$ cat src/rtl/pipe_hazard_ctrl_pkg.sv
// Shared types for the pipeline hazard/redirect controller: FSM states, register index type,
// and a saturating counter helper used by the optional HAZARD_STATS_EN statistics.
package pipe_hazard_ctrl_pkg;

   localparam int REG_IDX_W = 5;
   localparam int NUM_REGS  = 32;

   typedef logic [REG_IDX_W-1:0] reg_idx_t;

   typedef enum logic {
      HZ_RUN   = 1'b0,
      HZ_FLUSH = 1'b1
   } hz_state_t;

   function automatic logic [31:0] sat_inc32(input logic [31:0] v);
      return (v == 32'hFFFF_FFFF) ? v : v + 32'd1;
   endfunction

endpackage

$ cat src/rtl/pipe_hazard_ctrl_if.sv
// ID issue / MA completion / EX redirect bundle between the pipeline and the hazard controller.
// Statistics counters exist only when HAZARD_STATS_EN is defined.
interface pipe_hazard_ctrl_if #(
   parameter int REG_SZ = 32
);
   import pipe_hazard_ctrl_pkg::*;

   logic              id_valid;
   logic              id_ready;
   reg_idx_t          id_rs1;
   reg_idx_t          id_rs2;
   reg_idx_t          id_rd;
   logic              id_wb_e;
   logic              id_ld_e;
   logic              ma_done;
   reg_idx_t          ma_idx;
   logic              jp_e;
   logic [REG_SZ-1:0] jp_pc;
   logic              pc_we;
   logic [REG_SZ-1:0] pc_out;
   logic              flush;
   logic [31:0]       busy_mask;
`ifdef HAZARD_STATS_EN
   logic [31:0]       stall_cnt;
   logic [31:0]       flush_cnt;
`endif

   modport master (
      output id_valid, id_rs1, id_rs2, id_rd, id_wb_e, id_ld_e,
      output ma_done, ma_idx, jp_e, jp_pc,
      input  id_ready, pc_we, pc_out, flush, busy_mask
`ifdef HAZARD_STATS_EN
      , input stall_cnt, flush_cnt
`endif
   );

   modport slave (
      input  id_valid, id_rs1, id_rs2, id_rd, id_wb_e, id_ld_e,
      input  ma_done, ma_idx, jp_e, jp_pc,
      output id_ready, pc_we, pc_out, flush, busy_mask
`ifdef HAZARD_STATS_EN
      , output stall_cnt, flush_cnt
`endif
   );

endinterface

$ cat src/rtl/pipe_hazard_ctrl_scoreboard.sv
// Load scoreboard: one busy bit per architectural register plus an outstanding-load count.
// Answers the issue hazard query from registered state only (no same-cycle clear bypass).
module pipe_hazard_ctrl_scoreboard
   import pipe_hazard_ctrl_pkg::*;
#(
   parameter int MAX_LD = 2
) (
   input  logic        clk,
   input  logic        rst,
   input  logic        set_e,
   input  reg_idx_t    set_idx,
   input  logic        clr_e,
   input  reg_idx_t    clr_idx,
   input  reg_idx_t    q_rs1,
   input  reg_idx_t    q_rs2,
   input  reg_idx_t    q_rd,
   input  logic        q_wb_e,
   input  logic        q_ld_e,
   output logic        hazard,
   output logic [31:0] busy_mask
);
   localparam int CNT_W = $clog2(MAX_LD + 1);

   logic [CNT_W-1:0] ld_cnt;
   logic             set_ok;
   logic             clr_ok;
   logic [31:0]      set_mask;
   logic [31:0]      clr_mask;

   // Completions for idle or x0 entries are dropped so ld_cnt stays in step with busy_mask.
   always_comb begin
      set_ok   = set_e & (set_idx != '0);
      clr_ok   = clr_e & (clr_idx != '0) & busy_mask[clr_idx];
      set_mask = '0;
      clr_mask = '0;
      if (set_ok) set_mask[set_idx] = 1'b1;
      if (clr_ok) clr_mask[clr_idx] = 1'b1;
   end

   always_ff @(posedge clk or posedge rst) begin
      if (rst) begin
         busy_mask <= '0;
         ld_cnt    <= '0;
      end else begin
         busy_mask <= ((busy_mask & ~clr_mask) | set_mask) & ~32'd1;
         case ({set_ok, clr_ok})
            2'b10:   ld_cnt <= ld_cnt + 1'b1;
            2'b01:   ld_cnt <= ld_cnt - 1'b1;
            default: ld_cnt <= ld_cnt;
         endcase
      end
   end

   always_comb begin
      hazard = ((q_rs1 != '0) & busy_mask[q_rs1])
             | ((q_rs2 != '0) & busy_mask[q_rs2])
             | (q_wb_e & (q_rd != '0) & busy_mask[q_rd])
             | (q_ld_e & (ld_cnt == CNT_W'(MAX_LD)));
   end

endmodule

$ cat src/rtl/pipe_hazard_ctrl.sv
// Hazard and redirect controller: gates ID issue on the load scoreboard, turns an EX jump into
// a registered PC write plus a FLUSH_LEN-cycle IF/ID flush. Optional stats via HAZARD_STATS_EN.
module pipe_hazard_ctrl
   import pipe_hazard_ctrl_pkg::*;
#(
   parameter int REG_SZ    = 32,
   parameter int MAX_LD    = 2,
   parameter int FLUSH_LEN = 2
) (
   input logic               clk,
   input logic               rst,
   pipe_hazard_ctrl_if.slave bus
);
   localparam int FCNT_W = $clog2(FLUSH_LEN + 1);

   hz_state_t         state;
   hz_state_t         state_nxt;
   logic [FCNT_W-1:0] fcnt;
   logic              hazard;
   logic              id_ready;
   logic              flush;
   logic              issue;
   logic              pc_we_q;
   logic [REG_SZ-1:0] pc_q;
   logic [31:0]       busy_mask;

   assign issue = bus.id_valid & id_ready;

   pipe_hazard_ctrl_scoreboard #(
      .MAX_LD (MAX_LD)
   ) u_sb (
      .clk       (clk),
      .rst       (rst),
      .set_e     (issue & bus.id_ld_e & bus.id_wb_e),
      .set_idx   (bus.id_rd),
      .clr_e     (bus.ma_done),
      .clr_idx   (bus.ma_idx),
      .q_rs1     (bus.id_rs1),
      .q_rs2     (bus.id_rs2),
      .q_rd      (bus.id_rd),
      .q_wb_e    (bus.id_wb_e),
      .q_ld_e    (bus.id_ld_e),
      .hazard    (hazard),
      .busy_mask (busy_mask)
   );

   always_ff @(posedge clk or posedge rst) begin
      if (rst) state <= HZ_RUN;
      else     state <= state_nxt;
   end

   always_comb begin
      state_nxt = state;
      case (state)
         HZ_RUN:   if (bus.jp_e) state_nxt = HZ_FLUSH;
         HZ_FLUSH: if (!bus.jp_e && fcnt == '0) state_nxt = HZ_RUN;
         default:  state_nxt = HZ_RUN;
      endcase
   end

   always_comb begin
      flush    = (state == HZ_FLUSH);
      id_ready = (state == HZ_RUN) & ~bus.jp_e & ~hazard;
   end

   // A jump while already flushing restarts the window and replaces the target.
   always_ff @(posedge clk or posedge rst) begin
      if (rst) begin
         fcnt    <= '0;
         pc_we_q <= 1'b0;
         pc_q    <= '0;
      end else begin
         pc_we_q <= bus.jp_e;
         if (bus.jp_e) begin
            fcnt <= FCNT_W'(FLUSH_LEN - 1);
            pc_q <= bus.jp_pc;
         end else if (state == HZ_FLUSH && fcnt != '0) begin
            fcnt <= fcnt - 1'b1;
         end
      end
   end

   assign bus.id_ready  = id_ready;
   assign bus.flush     = flush;
   assign bus.pc_we     = pc_we_q;
   assign bus.pc_out    = pc_q;
   assign bus.busy_mask = busy_mask;

`ifdef HAZARD_STATS_EN
   logic [31:0] stall_q;
   logic [31:0] flush_q;

   always_ff @(posedge clk or posedge rst) begin
      if (rst) begin
         stall_q <= '0;
         flush_q <= '0;
      end else begin
         if (bus.id_valid & ~id_ready & (state == HZ_RUN)) stall_q <= sat_inc32(stall_q);
         if (bus.jp_e) flush_q <= sat_inc32(flush_q);
      end
   end

   assign bus.stall_cnt = stall_q;
   assign bus.flush_cnt = flush_q;
`endif

endmodule

$ cat src/flat_wrapper.sv
// flat-port wrapper written by rule: the top's interface ports become plain ports
module pipe_hazard_ctrl_flat import pipe_hazard_ctrl_pkg::*;
#(
   parameter int REG_SZ    = 32,
   parameter int MAX_LD    = 2,
   parameter int FLUSH_LEN = 2
)
  (clk, rst, bus_id_valid, bus_id_rs1, bus_id_rs2, bus_id_rd, bus_id_wb_e, bus_id_ld_e, bus_ma_done, bus_ma_idx, bus_jp_e, bus_jp_pc, bus_id_ready, bus_pc_we, bus_pc_out, bus_flush, bus_busy_mask);
  pipe_hazard_ctrl_if #(.REG_SZ(REG_SZ)) bus_i ();
  input logic clk;
  input logic rst;
  input wire logic [$bits(bus_i.id_valid)-1:0] bus_id_valid;
  input wire logic [$bits(bus_i.id_rs1)-1:0] bus_id_rs1;
  input wire logic [$bits(bus_i.id_rs2)-1:0] bus_id_rs2;
  input wire logic [$bits(bus_i.id_rd)-1:0] bus_id_rd;
  input wire logic [$bits(bus_i.id_wb_e)-1:0] bus_id_wb_e;
  input wire logic [$bits(bus_i.id_ld_e)-1:0] bus_id_ld_e;
  input wire logic [$bits(bus_i.ma_done)-1:0] bus_ma_done;
  input wire logic [$bits(bus_i.ma_idx)-1:0] bus_ma_idx;
  input wire logic [$bits(bus_i.jp_e)-1:0] bus_jp_e;
  input wire logic [$bits(bus_i.jp_pc)-1:0] bus_jp_pc;
  output wire logic [$bits(bus_i.id_ready)-1:0] bus_id_ready;
  output wire logic [$bits(bus_i.pc_we)-1:0] bus_pc_we;
  output wire logic [$bits(bus_i.pc_out)-1:0] bus_pc_out;
  output wire logic [$bits(bus_i.flush)-1:0] bus_flush;
  output wire logic [$bits(bus_i.busy_mask)-1:0] bus_busy_mask;
  assign bus_i.id_valid = bus_id_valid;
  assign bus_i.id_rs1 = bus_id_rs1;
  assign bus_i.id_rs2 = bus_id_rs2;
  assign bus_i.id_rd = bus_id_rd;
  assign bus_i.id_wb_e = bus_id_wb_e;
  assign bus_i.id_ld_e = bus_id_ld_e;
  assign bus_i.ma_done = bus_ma_done;
  assign bus_i.ma_idx = bus_ma_idx;
  assign bus_i.jp_e = bus_jp_e;
  assign bus_i.jp_pc = bus_jp_pc;
  assign bus_id_ready = bus_i.id_ready;
  assign bus_pc_we = bus_i.pc_we;
  assign bus_pc_out = bus_i.pc_out;
  assign bus_flush = bus_i.flush;
  assign bus_busy_mask = bus_i.busy_mask;
  pipe_hazard_ctrl #(.REG_SZ(REG_SZ), .MAX_LD(MAX_LD), .FLUSH_LEN(FLUSH_LEN)) u_core (.clk(clk), .rst(rst), .bus(bus_i));
endmodule
$ cat config.mk
export PLATFORM = sky130hd
export DESIGN_NAME = pipe_hazard_ctrl_flat
export DESIGN_NICKNAME = d
export VERILOG_FILES = /design/src/rtl/pipe_hazard_ctrl_pkg.sv /design/src/rtl/pipe_hazard_ctrl_if.sv /design/src/rtl/pipe_hazard_ctrl_scoreboard.sv /design/src/rtl/pipe_hazard_ctrl.sv /design/src/flat_wrapper.sv
export SDC_FILE = /design/constraint.sdc
export NUM_CORES = 1
export LEC_CHECK = 0
export ABC_AREA = 0
export CORE_UTILIZATION = 44
export CTS_CLUSTER_SIZE = 12
export DETAILED_ROUTE_END_ITERATION = 7
export GPL_TIMING_DRIVEN = 0
export PLACE_DENSITY = 0.86
export SETUP_SLACK_MARGIN = 0.5
export SLEW_MARGIN = 20
export SYNTH_ARGS = -nofsm -noshare
export SYNTH_HDL_FRONTEND = slang
export SYNTH_SLANG_ARGS = --single-unit
$ cat constraint.sdc
create_clock -name clk -period 2.51 [get_ports clk]
set_input_delay 0.502 -clock clk [delete_from_list [all_inputs] [get_ports clk]]
set_output_delay 0.502 -clock clk [all_outputs]
set_load 0.05 [all_outputs]
==> results.tsv <==
stage	metric	value	unit
run_status	violations	setup timing	
setup_path	r2r_cells	12	
job	maxCapViolCount	0	
drt	wl_met1	5.69	mm
setup_path	crit_required	2010	ps
power_and_ir_drop	p_clk_share	25.8	%
drt	ant_nets	0	
global_route	grt_first_pass_wirelength	24.2	mm
setup_path	end_kind	primary output	
die	die_h	102	um
sta	tns	-627	ps
clocking	cts.sinks	69	
yosys	ys_ff_latch	69	
power_and_ir_drop	vdd_ir_drop_max	0.445	mV
drt	dr_wl_met3	2.14	mm
setup_path	arrival	2370	ps
drt	remaining_drc_errors	0	
final_layout	area_growth	57.0	%
clocking	insertion_delay	370	ps
global_route	grt_usage	31.5	%
power_and_ir_drop	p_total	0.00319	W
place	place_area	0.00583	mm^2
sta	clock_skew	15.1	ps
clocking	ctsHoldBuffers	0	
yosys	postSynthAreaPerCell	11.2	um^2
final_layout	fill_cells	718	
sta	worst_pin_slew	635	ps
clocking	root_buffer	clkbuf_8	
yosys	synth_seq_area_share	39.3	%
power_and_ir_drop	net-switching-power	0.00114	W
yosys	netlist_area	0.00439	mm^2
sta	setup_slack	-357	ps
sta	clock.fmax	349	MHz
final_layout	drive_gt1_share	40.5	%
power_and_ir_drop	combPwrFrac	34.0	%
drt	wire_per_inst	22.2	um
die	die-area	0.0104	mm^2
yosys	ys_warn_count	0	
yosys	ys.flop_type	dfrtp_1	
place	port_buffers	119	
sta	rsz0062_at_grt	yes	
drt	via_per_inst	6.34	
final_layout	antenna_cells	0	
final_layout	final_area	0.00690	mm^2
run_status	outcome	finished, violations left	
sta	slew_violations	0	
clocking	cts_tree	yes	
yosys	synth_edf_count	0	
global_route	first_global_vias	4657	
drt	wl	16.2	mm
place	hpwl	10.1	mm
drt	first_iter_violations	399	
sta	finalCritPeriodShare	114	%
place	globalplace.congestion	0.992	
setup_path	r2r-start	u_core.u_sb.busy_mask[23]	
clocking	cts_made_buffers	9	
hold_path	holdPathStages	1	
drt	vias	4629	
clocking	path_clk_slew	80	ps
drt	highest_layer	met4	
power_and_ir_drop	p_int	0.00205	W
sta	holdWs	477	ps
hold_path	hp-class	flip-flop to flip-flop	
clocking	h-tree-depth	3	
global_route	grt_overflow	0	
power_and_ir_drop	power.density	463	mW/mm^2
drt	dr.pass1.iters	8	
die	ioPinCount	126	
clocking	clock_path_buffers	2	
setup_path	start_kind	flip-flop	
sta	maxSlewHeadroom	57.5	%
sta	finalCriticalPeriod	2870	ps
sta	hold_viol	0	
power_and_ir_drop	sw_frac_of_total	35.8	%
final_layout	final_nets	653	
yosys	syn_inst	391	
global_route	antenna_found_initial	0	
yosys	yosys-top-cells-area	dfrtp_1 39%, mux2_2 9.0%, mux4_2 7.7%	
setup_path	crit_start	u_core.u_sb.busy_mask[15]	
yosys	ys_async_sr_fraction	100	%
power_and_ir_drop	power_leakage	2.94	nW
drt	met2WireLength	7.30	mm
hold_path	hold_start	u_core.u_sb.ld_cnt[1]	
yosys	yosys.area.top_type	dfrtp_1	
final_layout	utilization	70.9	%
setup_path	crit_fanout	3	
sta	finalSetupViolCount	3	
power_and_ir_drop	pwr-share-seq	40.2	%
yosys	synthDistinctLibCells	59	
yosys	syn-num-nets	452	
die	rows	36	
yosys	synth.top_cell.area_share	39.3	%
die	initial_utilization	45.2	%
die	coreArea	0.00973	mm^2
die	fp.dieW	102	um
setup_path	path_class	flip-flop to primary output	
global_route	grt_max_degree	35	
[cell usage in the layout, fill, tap and decap left out, drive strengths merged, types with 11 or more instances in the layout]
master         Yosys  routed
dfrtp             69      69
nor2              11      11
mux4              15      15
mux2              37      37
buf               20      95
clkbuf            12      26
dlygate4sd2        0      65
o21a              24      24
mux2i             25      25
clkdlybuf4s50      0      42
a31o              31      31
nor3              36      36
[per-stage QoR]
| stage | instances | worst slack (ps) |
|---|---|---|
| 2_1_floorplan | 391 | -231 |
| 3_3_place_gp | 643 | -1700 |
| 3_5_place_dp | 645 | -1750 |
| 4_1_cts | 715 | -378 |
| 5_1_grt | 730 | -419 |
| 6_report | 730 | -357 |
[sequential cells by signal, summed over array words and instances, names as in the netlist]
name	flops
u_core.u_sb.busy_mask	31
u_core.bus.pc_we	1
u_core.bus.pc_out	32
u_core.fcnt	2
u_core.bus.flush	1
u_core.u_sb.ld_cnt	2
[synth_stat cells, types with 4 or more instances]
master / n
buf_2: 7
nor3_1: 36
nand2b_1: 4
nand3_1: 8
inv_1: 8
o21a_1: 24
o22ai_1: 6
a31o_1: 31
nand2_1: 9
o31a_1: 6
dfrtp_1: 69
buf_6: 6
clkbuf_1: 11
nor2b_1: 7
mux2i_1: 25
mux2_2: 35
nor2_1: 11
nand3b_1: 8
buf_1: 4
mux4_2: 15
[critical path, cell delays in order (launching register included)]
cell,delay (ps)
dfrtp_2,440
mux4_2,460
or3_1,350
o31ai_2,100
a2111oi_4,110
buf_4,160
and3b_2,240
buf_8,140
[path summary, 6_finish.rpt]
kind | endpoint | slack (ps)
setup / recovery | bus_id_ready | -360
hold reg to reg | u_core.u_sb.ld_cnt[1] | 480
max in group asynchronous | u_core.u_sb.busy_mask[15] | 1500
hold / removal | u_core.u_sb.ld_cnt[1] | 480
min in group asynchronous | u_core.bus.pc_out[27] | 490
setup reg to reg | u_core.u_sb.ld_cnt[1] | -190
[power groups by stage]
stage	registers [W]	clock network (W)	logic [W]
floorplan	0.00154	0	0.000371
global placement	0.00130	0	0.000932
detailed placement	0.00131	0	0.000961
CTS	0.00128	0.000824	0.00101
global route	0.00129	0.000888	0.00114
finish	0.00128	0.000824	0.00108
[area by class of cell]
class | instances | area, um^2 | share of cell area [%]
plain buffers | 32 | 324 | 4.70
flip-flops and latches | 69 | 1750 | 25.4
multi-input cells | 282 | 2690 | 38.9
clock buffers | 13 | 149 | 2.16
well taps | 133 | 166 | 2.41
clock inverters | 3 | 21.3 | 0.308
inverters | 8 | 33.8 | 0.490
repair buffers | 190 | 1760 | 25.5
[metal layers]
layer / GRT usage (%) / vias to the layer above
met4: 18.2 / 0
met5: 0 / -
li1: - / 1912
met2: 51.2 / 408
met1: 36.2 / 2188
met3: 10.7 / 121
[cell families (layout without fill, tap and decap cells)]
logic type	Yosys count	after routing	share of synthesized area, %
mux	77	77	22.9
fa+ha+maj	2	2	0.570
buf+inv	40	246	4.93
xor+xnor	4	4	0.798
simple gates	106	106	14.0
flops	69	69	39.3
compound gates	92	92	17.5
other cells	1	1	0.0854
[repair_timing]
item | CTS | global route
setup endpoints to repair | 119 | 44
gates resized for setup | 195 | 31
buffers inserted | 52 | 13
endpoints found under the hold margin | 0 | 0
pin swaps | 11 | 11
gates cloned | 2 | 2
Power figures use the tool's default switching activity.
